## config.mk

```make
export PLATFORM = sky130hd
export DESIGN_NAME = fp_arith_unit
export DESIGN_NICKNAME = d
export VERILOG_FILES = /design/src/rtl/fp_arith_unit.sv
export SDC_FILE = /design/constraint.sdc
export NUM_CORES = 2
export LEC_CHECK = 0
export BUFFER_PORTS_ARGS = -buffer_cell sky130_fd_sc_hd__buf_2
export CAP_MARGIN = 20
export CORE_AREA = 2 2 218 220
export CTS_CLUSTER_DIAMETER = 200
export DETAILED_ROUTE_END_ITERATION = 7
export DIE_AREA = 0 0 220 222
export PLACE_DENSITY = 0.83
export SLEW_MARGIN = 15
export SYNTH_ARGS = -nofsm -noshare
export SYNTH_HDL_FRONTEND = slang
export SYNTH_SLANG_ARGS = --single-unit
```

## constraint.sdc

```tcl
create_clock -name aclk -period 20.1 [get_ports aclk]
set_input_delay 2.01 -clock aclk [delete_from_list [all_inputs] [get_ports aclk]]
set_output_delay 2.01 -clock aclk [all_outputs]
set_load 0.03 [all_outputs]
```

## src/rtl/fp_arith_unit.sv

```systemverilog
// fp_arith_unit: IEEE-754 binary32 add / subtract / multiply / divide.
//
// Add, subtract and multiply are computed combinationally from the live
// operands and registered on the accepting edge, giving a one-cycle latency.
// Divide is a 25-iteration restoring divider, with its result issued 26
// cycles after acceptance.
// Number format: denormals are flushed to signed zero on input and output,
// rounding is toward zero, and every NaN result is 0x7FC00000.
//
// Build option: define FP_DIV_EN to include the divider. Without it, opcode 3
// returns 0x7FC00000 after one cycle and s_axis_tready is tied high.
//
// Ports:
//   aclk, areset                   clock, synchronous active-high reset
//   s_axis_a_*/s_axis_b_*          operands (valid + binary32 data)
//   s_axis_operation_*             opcode (valid + 8-bit data, bits [1:0] used)
//   s_axis_tready                  unit can accept an operation
//   m_axis_result_tvalid/tdata     one-cycle result pulse / held result
module fp_arith_unit (
  input  logic        aclk,
  input  logic        areset,
  input  logic        s_axis_a_tvalid,
  input  logic [31:0] s_axis_a_tdata,
  input  logic        s_axis_b_tvalid,
  input  logic [31:0] s_axis_b_tdata,
  input  logic        s_axis_operation_tvalid,
  input  logic [7:0]  s_axis_operation_tdata,
  output logic        s_axis_tready,
  output logic        m_axis_result_tvalid,
  output logic [31:0] m_axis_result_tdata
);
  localparam logic [31:0] QNAN = 32'h7FC0_0000;

  logic        r_tvalid;
  logic [31:0] r_tdata;
  logic [1:0]  w_op;
  logic        w_accept;

  assign w_op     = s_axis_operation_tdata[1:0];
  assign w_accept = s_axis_a_tvalid & s_axis_b_tvalid & s_axis_operation_tvalid & s_axis_tready;

  // Operand unpack; a zero exponent field (zero or denormal) reads as zero.
  logic        w_sa, w_sb, w_a_zero, w_b_zero, w_a_inf, w_b_inf, w_a_nan, w_b_nan;
  logic [7:0]  w_ea, w_eb;
  logic [23:0] w_ma, w_mb;
  assign w_sa     = s_axis_a_tdata[31];
  assign w_sb     = s_axis_b_tdata[31];
  assign w_ea     = s_axis_a_tdata[30:23];
  assign w_eb     = s_axis_b_tdata[30:23];
  assign w_a_zero = (w_ea == 8'd0);
  assign w_b_zero = (w_eb == 8'd0);
  assign w_a_inf  = (w_ea == 8'hFF) && (s_axis_a_tdata[22:0] == 23'd0);
  assign w_b_inf  = (w_eb == 8'hFF) && (s_axis_b_tdata[22:0] == 23'd0);
  assign w_a_nan  = (w_ea == 8'hFF) && (s_axis_a_tdata[22:0] != 23'd0);
  assign w_b_nan  = (w_eb == 8'hFF) && (s_axis_b_tdata[22:0] != 23'd0);
  assign w_ma     = w_a_zero ? 24'd0 : {1'b1, s_axis_a_tdata[22:0]};
  assign w_mb     = w_b_zero ? 24'd0 : {1'b1, s_axis_b_tdata[22:0]};

  // Add / subtract: align the smaller operand into a 27-bit field
  // (significand + guard/round/sticky), add or subtract, then normalize.
  logic              w_sb_eff, w_swap, w_s_big, w_s_small, w_eff_sub, w_lost;
  logic [7:0]        w_e_big, w_e_small, w_e_diff;
  logic [23:0]       w_m_big, w_m_small;
  logic [26:0]       w_small_sh, w_norm;
  logic [27:0]       w_sum;
  logic [4:0]        w_lz;
  logic signed [9:0] w_add_exp;
  logic [31:0]       w_add_res;

  always_comb begin
    w_sb_eff  = w_sb ^ (w_op == 2'd1);
    w_swap    = {w_eb, w_mb} > {w_ea, w_ma};
    w_s_big   = w_swap ? w_sb_eff : w_sa;
    w_s_small = w_swap ? w_sa : w_sb_eff;
    w_e_big   = w_swap ? w_eb : w_ea;
    w_e_small = w_swap ? w_ea : w_eb;
    w_m_big   = w_swap ? w_mb : w_ma;
    w_m_small = w_swap ? w_ma : w_mb;
    w_e_diff  = w_e_big - w_e_small;
    w_lost    = 1'b0;
    if (w_e_diff > 8'd26) begin
      w_small_sh = {26'd0, |w_m_small};
    end else begin
      w_small_sh    = {w_m_small, 3'b000} >> w_e_diff;
      w_lost        = |({w_m_small, 3'b000} & ((27'd1 << w_e_diff) - 27'd1));
      w_small_sh[0] = w_small_sh[0] | w_lost;
    end
    w_eff_sub = w_s_big ^ w_s_small;
    if (w_eff_sub) w_sum = {1'b0, w_m_big, 3'b000} - {1'b0, w_small_sh};
    else           w_sum = {1'b0, w_m_big, 3'b000} + {1'b0, w_small_sh};
    w_lz = 5'd0;
    if (w_sum[27]) begin
      w_norm    = w_sum[27:1] | {26'd0, w_sum[0]};
      w_add_exp = 10'(w_e_big) + 10'sd1;
    end else begin
      // Ascending scan: the last hit is the most significant set bit.
      for (int i = 0; i < 27; i++) begin
        if (w_sum[i]) w_lz = 5'(26 - i);
      end
      w_norm    = w_sum[26:0] << w_lz;
      w_add_exp = 10'(w_e_big) - 10'(w_lz);
    end
    if (w_a_nan || w_b_nan || (w_a_inf && w_b_inf && (w_sa ^ w_sb_eff)))
      w_add_res = QNAN;
    else if (w_a_inf)              w_add_res = {w_sa, 8'hFF, 23'd0};
    else if (w_b_inf)              w_add_res = {w_sb_eff, 8'hFF, 23'd0};
    else if (w_a_zero && w_b_zero) w_add_res = {w_sa & w_sb_eff, 31'd0};
    else if (w_sum == 28'd0)       w_add_res = 32'd0;
    else if (w_add_exp >= 10'sd255) w_add_res = {w_s_big, 8'hFF, 23'd0};
    else if (w_add_exp <= 10'sd0)   w_add_res = {w_s_big, 31'd0};
    else                           w_add_res = {w_s_big, w_add_exp[7:0], w_norm[25:3]};
  end

  // Multiply: 24x24 -> 48-bit product; the product lies in [2^46, 2^48).
  logic [47:0]       w_prod;
  logic signed [9:0] w_mul_exp;
  logic [22:0]       w_mul_frac;
  logic              w_s_mul;
  logic [31:0]       w_mul_res;

  always_comb begin
    w_s_mul = w_sa ^ w_sb;
    w_prod  = w_ma * w_mb;
    if (w_prod[47]) begin
      w_mul_frac = w_prod[46:24];
      w_mul_exp  = 10'(w_ea) + 10'(w_eb) - 10'sd126;
    end else begin
      w_mul_frac = w_prod[45:23];
      w_mul_exp  = 10'(w_ea) + 10'(w_eb) - 10'sd127;
    end
    if (w_a_nan || w_b_nan || (w_a_inf && w_b_zero) || (w_a_zero && w_b_inf))
      w_mul_res = QNAN;
    else if (w_a_inf || w_b_inf)    w_mul_res = {w_s_mul, 8'hFF, 23'd0};
    else if (w_a_zero || w_b_zero)  w_mul_res = {w_s_mul, 31'd0};
    else if (w_mul_exp >= 10'sd255) w_mul_res = {w_s_mul, 8'hFF, 23'd0};
    else if (w_mul_exp <= 10'sd0)   w_mul_res = {w_s_mul, 31'd0};
    else                            w_mul_res = {w_s_mul, w_mul_exp[7:0], w_mul_frac};
  end

  logic [31:0] w_fast_res;
  always_comb begin
    case (w_op)
      2'd0, 2'd1: w_fast_res = w_add_res;
      2'd2:       w_fast_res = w_mul_res;
      default:    w_fast_res = QNAN;
    endcase
  end

  logic w_unused_bits;
  assign w_unused_bits = ^{s_axis_operation_tdata[7:2], w_norm[26], w_norm[2:0], w_prod[22:0]};

`ifdef FP_DIV_EN
  typedef enum logic {S_IDLE, S_DIV_BUSY} state_t;
  state_t            r_state;
  logic [25:0]       r_rem;
  logic [23:0]       r_div_mb;
  logic [24:0]       r_quo;
  logic [4:0]        r_cnt;
  logic              r_div_sign, r_div_special;
  logic signed [9:0] r_div_exp;
  logic [31:0]       r_div_special_res;

  // Specials are resolved at acceptance; the divider still runs its full length.
  logic        w_div_special;
  logic [31:0] w_div_special_res;
  always_comb begin
    w_div_special     = 1'b1;
    w_div_special_res = QNAN;
    if (w_a_nan || w_b_nan || (w_a_zero && w_b_zero) || (w_a_inf && w_b_inf))
      w_div_special_res = QNAN;
    else if (w_a_inf || w_b_zero) w_div_special_res = {w_sa ^ w_sb, 8'hFF, 23'd0};
    else if (w_a_zero || w_b_inf) w_div_special_res = {w_sa ^ w_sb, 31'd0};
    else                          w_div_special = 1'b0;
  end

  // Quotient = floor(ma * 2^24 / mb); bit 24 set means the ratio was >= 1.
  logic signed [9:0] w_div_exp;
  logic [22:0]       w_div_frac;
  logic [31:0]       w_div_res;
  always_comb begin
    w_div_exp  = r_quo[24] ? r_div_exp : r_div_exp - 10'sd1;
    w_div_frac = r_quo[24] ? r_quo[23:1] : r_quo[22:0];
    if (w_div_exp >= 10'sd255)   w_div_res = {r_div_sign, 8'hFF, 23'd0};
    else if (w_div_exp <= 10'sd0) w_div_res = {r_div_sign, 31'd0};
    else                          w_div_res = {r_div_sign, w_div_exp[7:0], w_div_frac};
  end

  assign s_axis_tready = (r_state == S_IDLE);
`else
  assign s_axis_tready = 1'b1;
`endif

  always_ff @(posedge aclk) begin
    if (areset) begin
      r_tvalid <= 1'b0;
      r_tdata  <= 32'd0;
`ifdef FP_DIV_EN
      r_state           <= S_IDLE;
      r_rem             <= '0;
      r_div_mb          <= '0;
      r_quo             <= '0;
      r_cnt             <= '0;
      r_div_sign        <= 1'b0;
      r_div_special     <= 1'b0;
      r_div_exp         <= '0;
      r_div_special_res <= '0;
`endif
    end else begin
      r_tvalid <= 1'b0;
`ifdef FP_DIV_EN
      case (r_state)
        S_IDLE: begin
          if (w_accept) begin
            if (w_op == 2'd3) begin
              r_state           <= S_DIV_BUSY;
              r_rem             <= {2'b00, w_ma};
              r_div_mb          <= w_mb;
              r_quo             <= '0;
              r_cnt             <= 5'd25;
              r_div_sign        <= w_sa ^ w_sb;
              r_div_exp         <= 10'(w_ea) - 10'(w_eb) + 10'sd127;
              r_div_special     <= w_div_special;
              r_div_special_res <= w_div_special_res;
            end else begin
              r_tvalid <= 1'b1;
              r_tdata  <= w_fast_res;
            end
          end
        end
        S_DIV_BUSY: begin
          if (r_cnt != 5'd0) begin
            if (r_rem >= {2'b00, r_div_mb}) begin
              r_rem <= (r_rem - {2'b00, r_div_mb}) << 1;
              r_quo <= {r_quo[23:0], 1'b1};
            end else begin
              r_rem <= r_rem << 1;
              r_quo <= {r_quo[23:0], 1'b0};
            end
            r_cnt <= r_cnt - 5'd1;
          end else begin
            r_tvalid <= 1'b1;
            r_tdata  <= r_div_special ? r_div_special_res : w_div_res;
            r_state  <= S_IDLE;
          end
        end
      endcase
`else
      if (w_accept) begin
        r_tvalid <= 1'b1;
        r_tdata  <= w_fast_res;
      end
`endif
    end
  end

  assign m_axis_result_tvalid = r_tvalid;
  assign m_axis_result_tdata  = r_tdata;
endmodule

```

==> reports/summary.log <==
[routing] drt via density 6.61
[timing] number of max-slew violations in the final report 0
[setup_path] critical path data arrival time 18.92 ns
[placed_design] total placed cells including tap cells 4610
[floorplan] horizontal die dimension 220 um
[routing] routed length per placed instance 24.1 um
[synth] Syn Std Cell Area 30900 um^2
[cts] # hold bufs at CTS 0
[global_route] number of antenna violations at the first check in global routing 4
[global_route] total congestion overflow after global routing 0
[timing] time the final worst path needs with I/O delays and setup 18.78 ns
[layout] post-route insts no fill 4621
[timing] final setup vio count 0
[setup_path] family of cells with the greatest summed delay on the critical path simple AND/OR/NAND/NOR gates
[run_status] run status complete, no violations
[timing] maximum operating frequency 0.0532 GHz
[routing] detailed-routing iteration count for the pre-antenna-repair pass 7
[floorplan] Initial Util 66.9%
[synth] fraction of registers with async set or reset after synthesis 0%
[synth] synthesized area per cell 7.62 um^2
[placed_design] half-perimeter wire length after placement 88.6 mm
[placed_design] pre-CTS setup slack 1.76 ns
[layout] relative area change from synthesis to final layout 3.61%
[timing] clock skew 0 ns
[layout] proportion of layout cells with a drive suffix above 1 6.48%
[routing] Total Wirelength 111 mm
[setup_path] kind of start point of the critical path input pin
[cts] number of buffers on the longest clock path 2
[cts] clk sink count 33
[cts] TritonCTS clock tree yes
[timing] RSZ-0062 raised after global routing false
[layout] total of fill cells in the finished design 3874
[timing] Least-Margin Pin Slew 1.24 ns
[global_route] pin count of the biggest net entering global routing 79
[cts] setup fix buffers added after clock tree synthesis 0
[cts] CTS-repair resized insts 0
[floorplan] core outline area 46300 um^2
[floorplan] DIE AREA 48800 um^2
[global_route] global-route usage over all layers 46.1%
[global_route] number of global-route vias before repair 29778
[cts] Clock transition at path regs 0.05 ns
[layout] most common library cell in the layout ignoring fill and taps inv_1
[layout] Layout Nets 4867
[routing] Vias 30552
[timing] Slew HR 17.0%
[floorplan] number of ports placed on the die boundary 111
[cts] number of levels in the clock H-tree 2
[synth] count of unique library cells instantiated by Yosys 110
[synth] register bit count reported by yosys 33
[global_route] wire length of the first global-routing pass 171 mm
[setup_path] capturing element type of the critical path flop
[routing] final routed DRC violation total 0
[synth] warnings from Yosys 0
[floorplan] Die H 222 um
[synth] Post-synth EDFFs 0
[synth] instance count of the mapped netlist 4059
[setup_path] delay contributed by the slowest stage of the critical path 0.73 ns
[floorplan] Cell Rows 79
[synth] synthesized netlist net count 4914
[hold_path] worst hold path class flop to flop
[timing] final worst setup slack 1.32 ns
[flow_run] max-cap viol count 0
[timing] Final TNS setup 0 ns
[cts] source-to-sink clock delay at the later pin of the worst-skew pair 0.28 ns
[synth] most used flip-flop cell after synthesis dfxtp_1
[layout] highest-count cells in the layout ignoring fill and taps 661 x inv_1, 575 x nand2_1, 484 x fa_1
[setup_path] class of the most critical setup path input pin to flop
[setup_path] worst path required time 20.24 ns
[synth] share of the yosys chip area belonging to registers 2.13%
[cts] cell at the root of the clock tree clkbuf_16
[cts] CTS buffer count 5
[timing] Final period util 93.4%
[placed_design] weighted congestion reported at the end of routability-driven placement 1.14
[setup_path] slowest stage cell, crit path inv_1
[routing] number of DRC markers in iteration 0 4161
[setup_path] Critical path buffers and inverters 7
[routing] antenna-violating nets left 0
[placed_design] IO Port Bufs 103
[timing] number of failing hold endpoints at the final stage 0
[setup_path] Crit Path Max Fanout 48
-- metrics by stage --
| step | hold slack (ns) | area (um^2) | util, % |
|---|---|---|---|
| 4_1_cts | 0.456 | 32000 | 69.3 |
| 2_1_floorplan | 0.580 | 30900 | - |
| 3_5_place_dp | 0.448 | 31900 | 68.9 |
| 5_1_grt | 0.491 | 32100 | 69.3 |
| 3_3_place_gp | 0.444 | 31900 | 68.9 |
| 6_report | 0.459 | 32100 | 69.3 |
-- worst paths after layout --
path,start,end,slack (ns),cells past startpoint
max,s_axis_a_tdata[24],m_axis_result_tdata[2],1.32,60
min,m_axis_result_tdata[26],m_axis_result_tdata[26],0.46,2
max reg2reg,m_axis_result_tdata[22],m_axis_result_tdata[22],18.33,4
min reg2reg,m_axis_result_tdata[26],m_axis_result_tdata[26],0.46,2
-- tightest hold or removal path, cell delays in order (launching register included) --
cell and delay [ns]:
dfxtp_1 0.31, nand2_1 0.05, a21oi_1 0.05
-- logic make-up (layout without fill, tap and decap cells) --
group	after synthesis	after routing	share of synthesized area (%)
flip-flops	33	33	2.13
multiplexers	81	81	3.35
adder cells (fa/ha/maj)	780	780	43.3
XOR/XNOR	60	60	1.72
AND/OR/NAND/NOR	1466	1466	22.5
other	1	2	0.0121
AO/OA/AOI/OAI	746	746	16.1
buffers and inverters	892	846	11.0
-- sequential cells by signal, summed over array words and instances (netlist names) --
name	cells
m_axis_result_tdata	32
m_axis_result_tvalid	1
-- Yosys cell counts, types with 7 or more instances --
cell type	number	share of area, %
o31ai_1	20	0.49
nand4_1	35	0.71
xor2_1	21	0.59
dfxtp_1	33	2.1
a311oi_1	11	0.31
nand2_1	576	7.0
a2111oi_0	12	0.34
and3_1	63	1.3
and2_1	148	3.0
nor3_1	91	1.5
mux4_2	15	1.1
o21ai_1	15	0.24
nand3_1	60	0.97
o22ai_1	14	0.28
a31oi_1	25	0.51
o21ai_0	154	2.5
a221o_1	7	0.23
clkbuf_1	189	2.3
a21o_1	45	1.1
o21a_1	9	0.22
a211oi_1	37	0.90
nor3b_1	10	0.24
ha_1	294	12
nand2b_1	29	0.59
a32oi_1	7	0.20
a22oi_1	14	0.34
or3_1	29	0.59
xnor2_1	38	1.1
buf_2	16	0.26
a221oi_1	10	0.28
nor4_1	35	0.71
o221ai_1	13	0.37
nor2b_1	24	0.49
a21boi_0	7	0.17
nor2_1	306	3.7
fa_1	484	31
o21bai_1	9	0.22
o211ai_1	30	0.73
a2bb2oi_1	7	0.20
buf_1	13	0.16
a211o_1	16	0.45
a21oi_1	199	3.2
or2_2	12	0.24
mux2i_1	57	1.8
inv_1	661	8.0
-- metal layers --
metal / wire, um / share of wire, % / track usage, %
met3: 16300 / 15 / 14.7
met1: 41000 / 37 / 61.3
met4: 7990 / 7.2 / 25.4
met5: 39 / 0.035 / 0
met2: 45800 / 41 / 66.4
-- final cells by class --
cell class | count | area (um^2) | area share [%]
Antenna cell | 1 | 2.50 | 0.00780
Tap cell | 607 | 759 | 2.37
Sequential cell | 33 | 661 | 2.06
Clock inverter | 1 | 30.0 | 0.0936
Timing Repair Buffer | 170 | 1020 | 3.19
Clock buffer | 7 | 143 | 0.445
Multi-Input combinational cell | 3134 | 26900 | 84.0
Inverter | 668 | 2510 | 7.82
Power is not shown: default switching activity piles up to over one toggle a cycle in this logic, so the estimate is an artifact.
